===== config.mk =====
export PLATFORM = sky130hd
export DESIGN_NAME = yolo_upsamp_2x_stream
export DESIGN_NICKNAME = d
export VERILOG_FILES = /design/src/rtl/yolo_upsamp_2x_stream.sv
export SDC_FILE = /design/constraint.sdc
export NUM_CORES = 1
export LEC_CHECK = 0
export CAP_MARGIN = 5
export CELL_PAD_IN_SITES_DETAIL_PLACEMENT = 0
export CELL_PAD_IN_SITES_GLOBAL_PLACEMENT = 2
export CORE_ASPECT_RATIO = 0.75
export CORE_MARGIN = 2
export CORE_UTILIZATION = 48
export CTS_CLUSTER_SIZE = 28
export DETAILED_ROUTE_END_ITERATION = 12
export PLACE_DENSITY = 0.77
export SLEW_MARGIN = 30
export SYNTH_ARGS = -nofsm -noshare
export SYNTH_HDL_FRONTEND = slang
export SYNTH_SLANG_ARGS = --single-unit

===== constraint.sdc =====
create_clock -name ap_clk -period 6.3 [get_ports ap_clk]
set_input_delay 0.945 -clock ap_clk [delete_from_list [all_inputs] [get_ports ap_clk]]
set_output_delay 0.945 -clock ap_clk [all_outputs]
set_load 0.005 [all_outputs]

===== src/rtl/yolo_upsamp_2x_stream.sv =====
`default_nettype none
// ============================================================================
//  Module      : yolo_upsamp_2x_stream
//  Description : AXI4-Stream 2x nearest-neighbour upsampler (13x13 -> 26x26
//                for the Tiny YOLOv3 route path). Each input pixel is sent
//                twice horizontally (PASS); the row is then replayed from a
//                one-row line buffer (REPLAY) to double it vertically.
//  Ports       : ap_clk/ap_rst        clock, synchronous active-high reset
//                ap_start/done/idle/ready  block-level handshake
//                inStream_*           input pixel stream (TLAST checked)
//                outStream_*          output pixel stream
//                *_TDATA_blk_n        stall indicators for the deadlock monitor
//                err_tlast            sticky input-TLAST mismatch flag
//  Revision    : 1.0 - initial release
// ============================================================================
module yolo_upsamp_2x_stream #(
    parameter int DATA_W = 64,
    parameter int IMG_W  = 13,
    parameter int IMG_H  = 13
) (
    input  logic              ap_clk,
    input  logic              ap_rst,
    input  logic              ap_start,
    output logic              ap_done,
    output logic              ap_idle,
    output logic              ap_ready,
    input  logic [DATA_W-1:0] inStream_TDATA,
    input  logic              inStream_TVALID,
    output logic              inStream_TREADY,
    input  logic              inStream_TLAST,
    output logic [DATA_W-1:0] outStream_TDATA,
    output logic              outStream_TVALID,
    input  logic              outStream_TREADY,
    output logic              outStream_TLAST,
    output logic              inStream_TDATA_blk_n,
    output logic              outStream_TDATA_blk_n,
    output logic              err_tlast
);

    localparam int         c_idx_w    = (IMG_W > 1) ? $clog2(IMG_W) : 1;
    localparam logic [5:0] c_last_col = 6'(IMG_W - 1);
    localparam logic [5:0] c_last_row = 6'(IMG_H - 1);

    typedef enum logic [1:0] {
        ST_IDLE   = 2'd0,
        ST_PASS   = 2'd1,
        ST_REPLAY = 2'd2,
        ST_DONE   = 2'd3
    } state_t;

    state_t              r_state_q, w_state_d;
    logic [5:0]          r_row_q,   w_row_d;
    logic [5:0]          r_col_q,   w_col_d;
    logic                r_ph_q,    w_ph_d;
    logic                r_hv_q,    w_hv_d;
    logic [DATA_W-1:0]   r_hd_q,    w_hd_d;
    logic                r_err_q,   w_err_d;
    logic [DATA_W-1:0]   r_lb_q [IMG_W];

    logic                w_in_ready;
    logic                w_in_acc;
    logic                w_out_valid;
    logic                w_out_hs;
    logic                w_col_end;
    logic                w_row_end;
    logic [5:0]          w_wcol;
    logic [c_idx_w-1:0]  w_widx;
    logic                w_in_is_last;

    assign w_col_end = (r_col_q == c_last_col);
    assign w_row_end = (r_row_q == c_last_row);

    // A new pixel may enter only while the holding register is empty or is
    // being drained by its second copy; never on the row's final beat, since
    // the next row must wait until the replay has finished.
    assign w_in_ready = (r_state_q == ST_PASS) &&
                        (!r_hv_q || (r_ph_q && outStream_TREADY && !w_col_end));
    assign w_in_acc   = w_in_ready && inStream_TVALID;

    assign w_out_valid = ((r_state_q == ST_PASS) && r_hv_q) || (r_state_q == ST_REPLAY);
    assign w_out_hs    = w_out_valid && outStream_TREADY;

    // Column of the pixel being accepted: when the holding register is still
    // full, the incoming pixel belongs to the column after the one on output.
    assign w_wcol       = r_hv_q ? (r_col_q + 6'd1) : r_col_q;
    assign w_widx       = w_wcol[c_idx_w-1:0];
    assign w_in_is_last = w_row_end && (w_wcol == c_last_col);

    always_comb begin
        w_state_d = r_state_q;
        w_row_d   = r_row_q;
        w_col_d   = r_col_q;
        w_ph_d    = r_ph_q;
        w_hv_d    = r_hv_q;
        w_hd_d    = r_hd_q;
        w_err_d   = r_err_q;
        case (r_state_q)
            ST_IDLE: begin
                if (ap_start) begin
                    w_state_d = ST_PASS;
                    w_err_d   = 1'b0;
                    w_row_d   = 6'd0;
                    w_col_d   = 6'd0;
                    w_ph_d    = 1'b0;
                    w_hv_d    = 1'b0;
                end
            end
            ST_PASS: begin
                if (w_in_acc) begin
                    w_hd_d = inStream_TDATA;
                    if (inStream_TLAST != w_in_is_last) begin
                        w_err_d = 1'b1;
                    end
                end
                if (w_out_hs) begin
                    if (!r_ph_q) begin
                        w_ph_d = 1'b1;
                    end else begin
                        w_ph_d = 1'b0;
                        w_hv_d = w_in_acc;
                        if (w_col_end) begin
                            w_col_d   = 6'd0;
                            w_state_d = ST_REPLAY;
                        end else begin
                            w_col_d = r_col_q + 6'd1;
                        end
                    end
                end else if (w_in_acc) begin
                    w_hv_d = 1'b1;
                end
            end
            ST_REPLAY: begin
                if (w_out_hs) begin
                    if (!r_ph_q) begin
                        w_ph_d = 1'b1;
                    end else begin
                        w_ph_d = 1'b0;
                        if (w_col_end) begin
                            w_col_d   = 6'd0;
                            w_row_d   = r_row_q + 6'd1;
                            w_state_d = w_row_end ? ST_DONE : ST_PASS;
                        end else begin
                            w_col_d = r_col_q + 6'd1;
                        end
                    end
                end
            end
            ST_DONE: begin
                w_state_d = ST_IDLE;
            end
            default: begin
                w_state_d = ST_IDLE;
            end
        endcase
    end

    always_ff @(posedge ap_clk) begin
        if (ap_rst) begin
            r_state_q <= ST_IDLE;
            r_row_q   <= 6'd0;
            r_col_q   <= 6'd0;
            r_ph_q    <= 1'b0;
            r_hv_q    <= 1'b0;
            r_hd_q    <= '0;
            r_err_q   <= 1'b0;
        end else begin
            r_state_q <= w_state_d;
            r_row_q   <= w_row_d;
            r_col_q   <= w_col_d;
            r_ph_q    <= w_ph_d;
            r_hv_q    <= w_hv_d;
            r_hd_q    <= w_hd_d;
            r_err_q   <= w_err_d;
        end
    end

    // Line buffer contents are irrelevant after reset, so it carries none.
    always_ff @(posedge ap_clk) begin
        if (w_in_acc) begin
            r_lb_q[w_widx] <= inStream_TDATA;
        end
    end

    assign ap_idle  = (r_state_q == ST_IDLE);
    assign ap_done  = (r_state_q == ST_DONE);
    assign ap_ready = ap_done;

    assign inStream_TREADY  = w_in_ready;
    assign outStream_TVALID = w_out_valid;
    assign outStream_TDATA  = (r_state_q == ST_REPLAY) ? r_lb_q[r_col_q[c_idx_w-1:0]] : r_hd_q;
    assign outStream_TLAST  = (r_state_q == ST_REPLAY) && w_row_end && w_col_end && r_ph_q;

    assign inStream_TDATA_blk_n  = !((r_state_q == ST_PASS) && w_in_ready && !inStream_TVALID);
    assign outStream_TDATA_blk_n = !(w_out_valid && !outStream_TREADY);
    assign err_tlast             = r_err_q;

endmodule
`default_nettype wire


==> results.ini <==
[outcome]
run_status = complete, no violations

[worst_setup_path]
slowest_delay_ps = 800
cp.required_ps = 5350
crit_family = multiplexers
crit_path_frequent_cell = mux4_2
endpoint_kind = primary output
crit_path_start_kind = flop
worst_path_max_delay_cell = dfxtp_4
timing_worst_setup_path_type = reg -> out
timing.rr.start = r_col_q[0]
timing.critical_path.fanout_max = 31
crit_chain = buf_4 > mux4_2 > mux4_2 > mux2_2 > clkdlybuf4s50_1
critPathArrivalTime_ps = 3890
crit_buf_inv = 2

[clocking]
clock_path_buffers = 3
cts_root_buf = clkbuf_16
clk_latency_ps = 640
cts.sink_count = 917
cts.htree.levels = 3
tritoncts = yes
cts_hold_buf = 0
cts_made_buffers = 88
cts_post_setup_buffers_inserted = 0
post_cts_resized = 0
clkSlewWorstSetupHoldPaths_ps = 60

[timing]
grt_setup_unrepaired = no
final-setup-viol-count = 0
drv_slew = 0
worst_slew_pin_slew_ps = 993
final_setup_slack_of_the_worst_path_ps = 1460
hold_viol = 0
timing.max_slew.rel_slack_pct = 33.8
period_needed_ps = 4840
summed_negative_setup_slack_over_all_endpoints_ps = 0
fin_crit_sh_pct = 76.7
max_clock_freq_ghz = 0.207
clock_skew_ps = 22.1

[yosys]
syn-cell-area_um2 = 35800
synth.yosys.warnings = 0
ys_types = 49
synth_area_leaders = edfxtp_1 70%, mux4_2 13%, dfxtp_1 4.8%
post-synth-top-count-cell = edfxtp_1
post_synth_net_total = 1837
postSynthRegisterBits = 917
yosys.area.top_type_share_pct = 69.8
synth_commonest_cells = 832 x edfxtp_1, 213 x mux4_2, 109 x mux2i_1
postSynthAreaPerCell_um2 = 20.4
synth.largest_area_cell = edfxtp_1
synthesis.instances = 1759
synthFlopType = edfxtp_1
yosysSeqAreaShare_pct = 74.5
synth_enable_flop_cells = 832
async_flop_share_pct = 0

[global_routing]
number_of_global_route_vias_before_repair = 17700
global_route_wire_length_before_repair_mm = 117
leftover_overflow_at_the_end_of_global_routing = 0
grt_max_degree = 76
antenna_found_initial = 6
groute.usage.overall_pct = 20.9

[finish]
areaGrowthSynthToFinish_pct = 15.7
instances_no_fill = 2974
final_layout_size_suffix_gt1_share_pct = 23.7
nets = 2007
fillerInstances = 5500

[route]
dr.pass1.iters = 5
wl_per_cell_um = 26.6
routed-via-count = 17300
ant_nets = 0
detail_route.drc_violations = 0
wirelength_mm = 79.2
drt_iter0_markers = 1496
route.detailed.vias_per_inst = 5.82

[pwr]
power.leakage_nw = 12.7
powerDensity_nw_per_um2 = 349
vdd.ir_drop.worst_uv = 217

[placed_design]
place.port_buffers = 142
gpl.final_weighted_congestion = 0.755
dpl.hpwl_mm = 40.5
place_inst = 2807
detailedPlace.worstSlack_ps = 1990

[die]
floorplan.die_area_um2 = 76800
design.core.area_um2 = 73700
row_count = 86
floorplan.io_pins = 143
die-width_um = 319
die_h_um = 241
floorplan.initialDensity_pct = 48.6

[min_path]
start_point_of_the_worst_hold_path = r_hd_q[15]
worstHoldPathType = reg -> reg

[flow_run]
drv.max_cap_violation_count = 0

-- power breakdown --
group	internal (W)	switching, W
Combinational	0.00127	0.00105
Clock	0.00298	0.00223
Sequential	0.00681	0.000115
Total	0.0111	0.00339
-- kinds of logic after synthesis --
family                   after synthesis  synth area share, %
adder cells (fa/ha/maj)                8                0.280
AND/OR/NAND/NOR                      192                 2.58
flip-flops                           917                 74.5
AO/OA/AOI/OAI                        131                 2.41
XOR/XNOR                              10                0.245
multiplexers                         386                 18.5
buffers and inverters                115                 1.51
-- worst register-to-register path, stage by stage (launching register included) --
cell and delay (ps):
dfxtp_1 480, inv_1 140, ha_1 280, inv_1 110, o21ai_0 230, o21ai_0 260
nand3_1 490, nor2_4 730, buf_12 450
-- layout make-up --
class                           count  area (um^2)  share of cell area (%)
Antenna cell                        2         5.00                  0.0121
Clock buffer                      122         2440                    5.90
Clock inverter                     43          412                   0.994
Inverter                           13         48.8                   0.118
Multi-Input combinational cell    727         8700                    21.0
Sequential cell                   917        26700                    64.5
Tap cell                          968         1210                    2.92
Timing Repair Buffer              182         1890                    4.57
-- per-layer routing --
layer  track usage, %  up-vias  part of all wire, %
li1                 -     7552                    -
met1             30.9     9179                   46
met2             33.2      460                   48
met3             3.26      103                  5.0
met4             4.76        6                  1.6
met5                0        -                0.056
-- sequential cells by signal (all words and copies together) (netlist names), named ones only --
signal and count:
r_ph_q 1, r_state_q 2, r_hd_q 64, r_col_q 6, r_hv_q 1, r_lb_q 832, r_row_q 6, err_tlast 1
-- cells in the final DEF, fill, tap and decap left out, types with 25 or more instances in the layout --
master           instances
a21oi_1                 50
clkdlybuf4s50_1        141
clkbuf_1                25
edfxtp_1               832
dfxtp_1                 81
mux4_2                 213
buf_4                   27
a211oi_1                45
clkbuf_16               90
nor2_1                  81
nor2b_1                 45
mux2i_1                109
mux2_2                  64
-- worst paths after layout --
kind | end | slack, ps | cells past startpoint
worst min-delay path | r_hd_q[15] | 490 | 2
worst min register to register | r_hd_q[15] | 490 | 2
worst max-delay path | outStream_TDATA[60] | 1460 | 5
worst max register to register | r_lb_q[4][27] | 2740 | 8
-- stage by stage --
stage                     hold slack, ps  power, W  area [um^2]  utilization, %
after floorplan                      456   0.00865        35800               -
after global placement               467   0.00940        38600            52.3
after detailed placement             477   0.00943        38600            52.3
after CTS                            494    0.0146        41400            56.2
after global routing                 508    0.0150        41400            56.2
final                                490    0.0145        41400            56.2
Note: power is estimated with default switching activity, not from simulation.
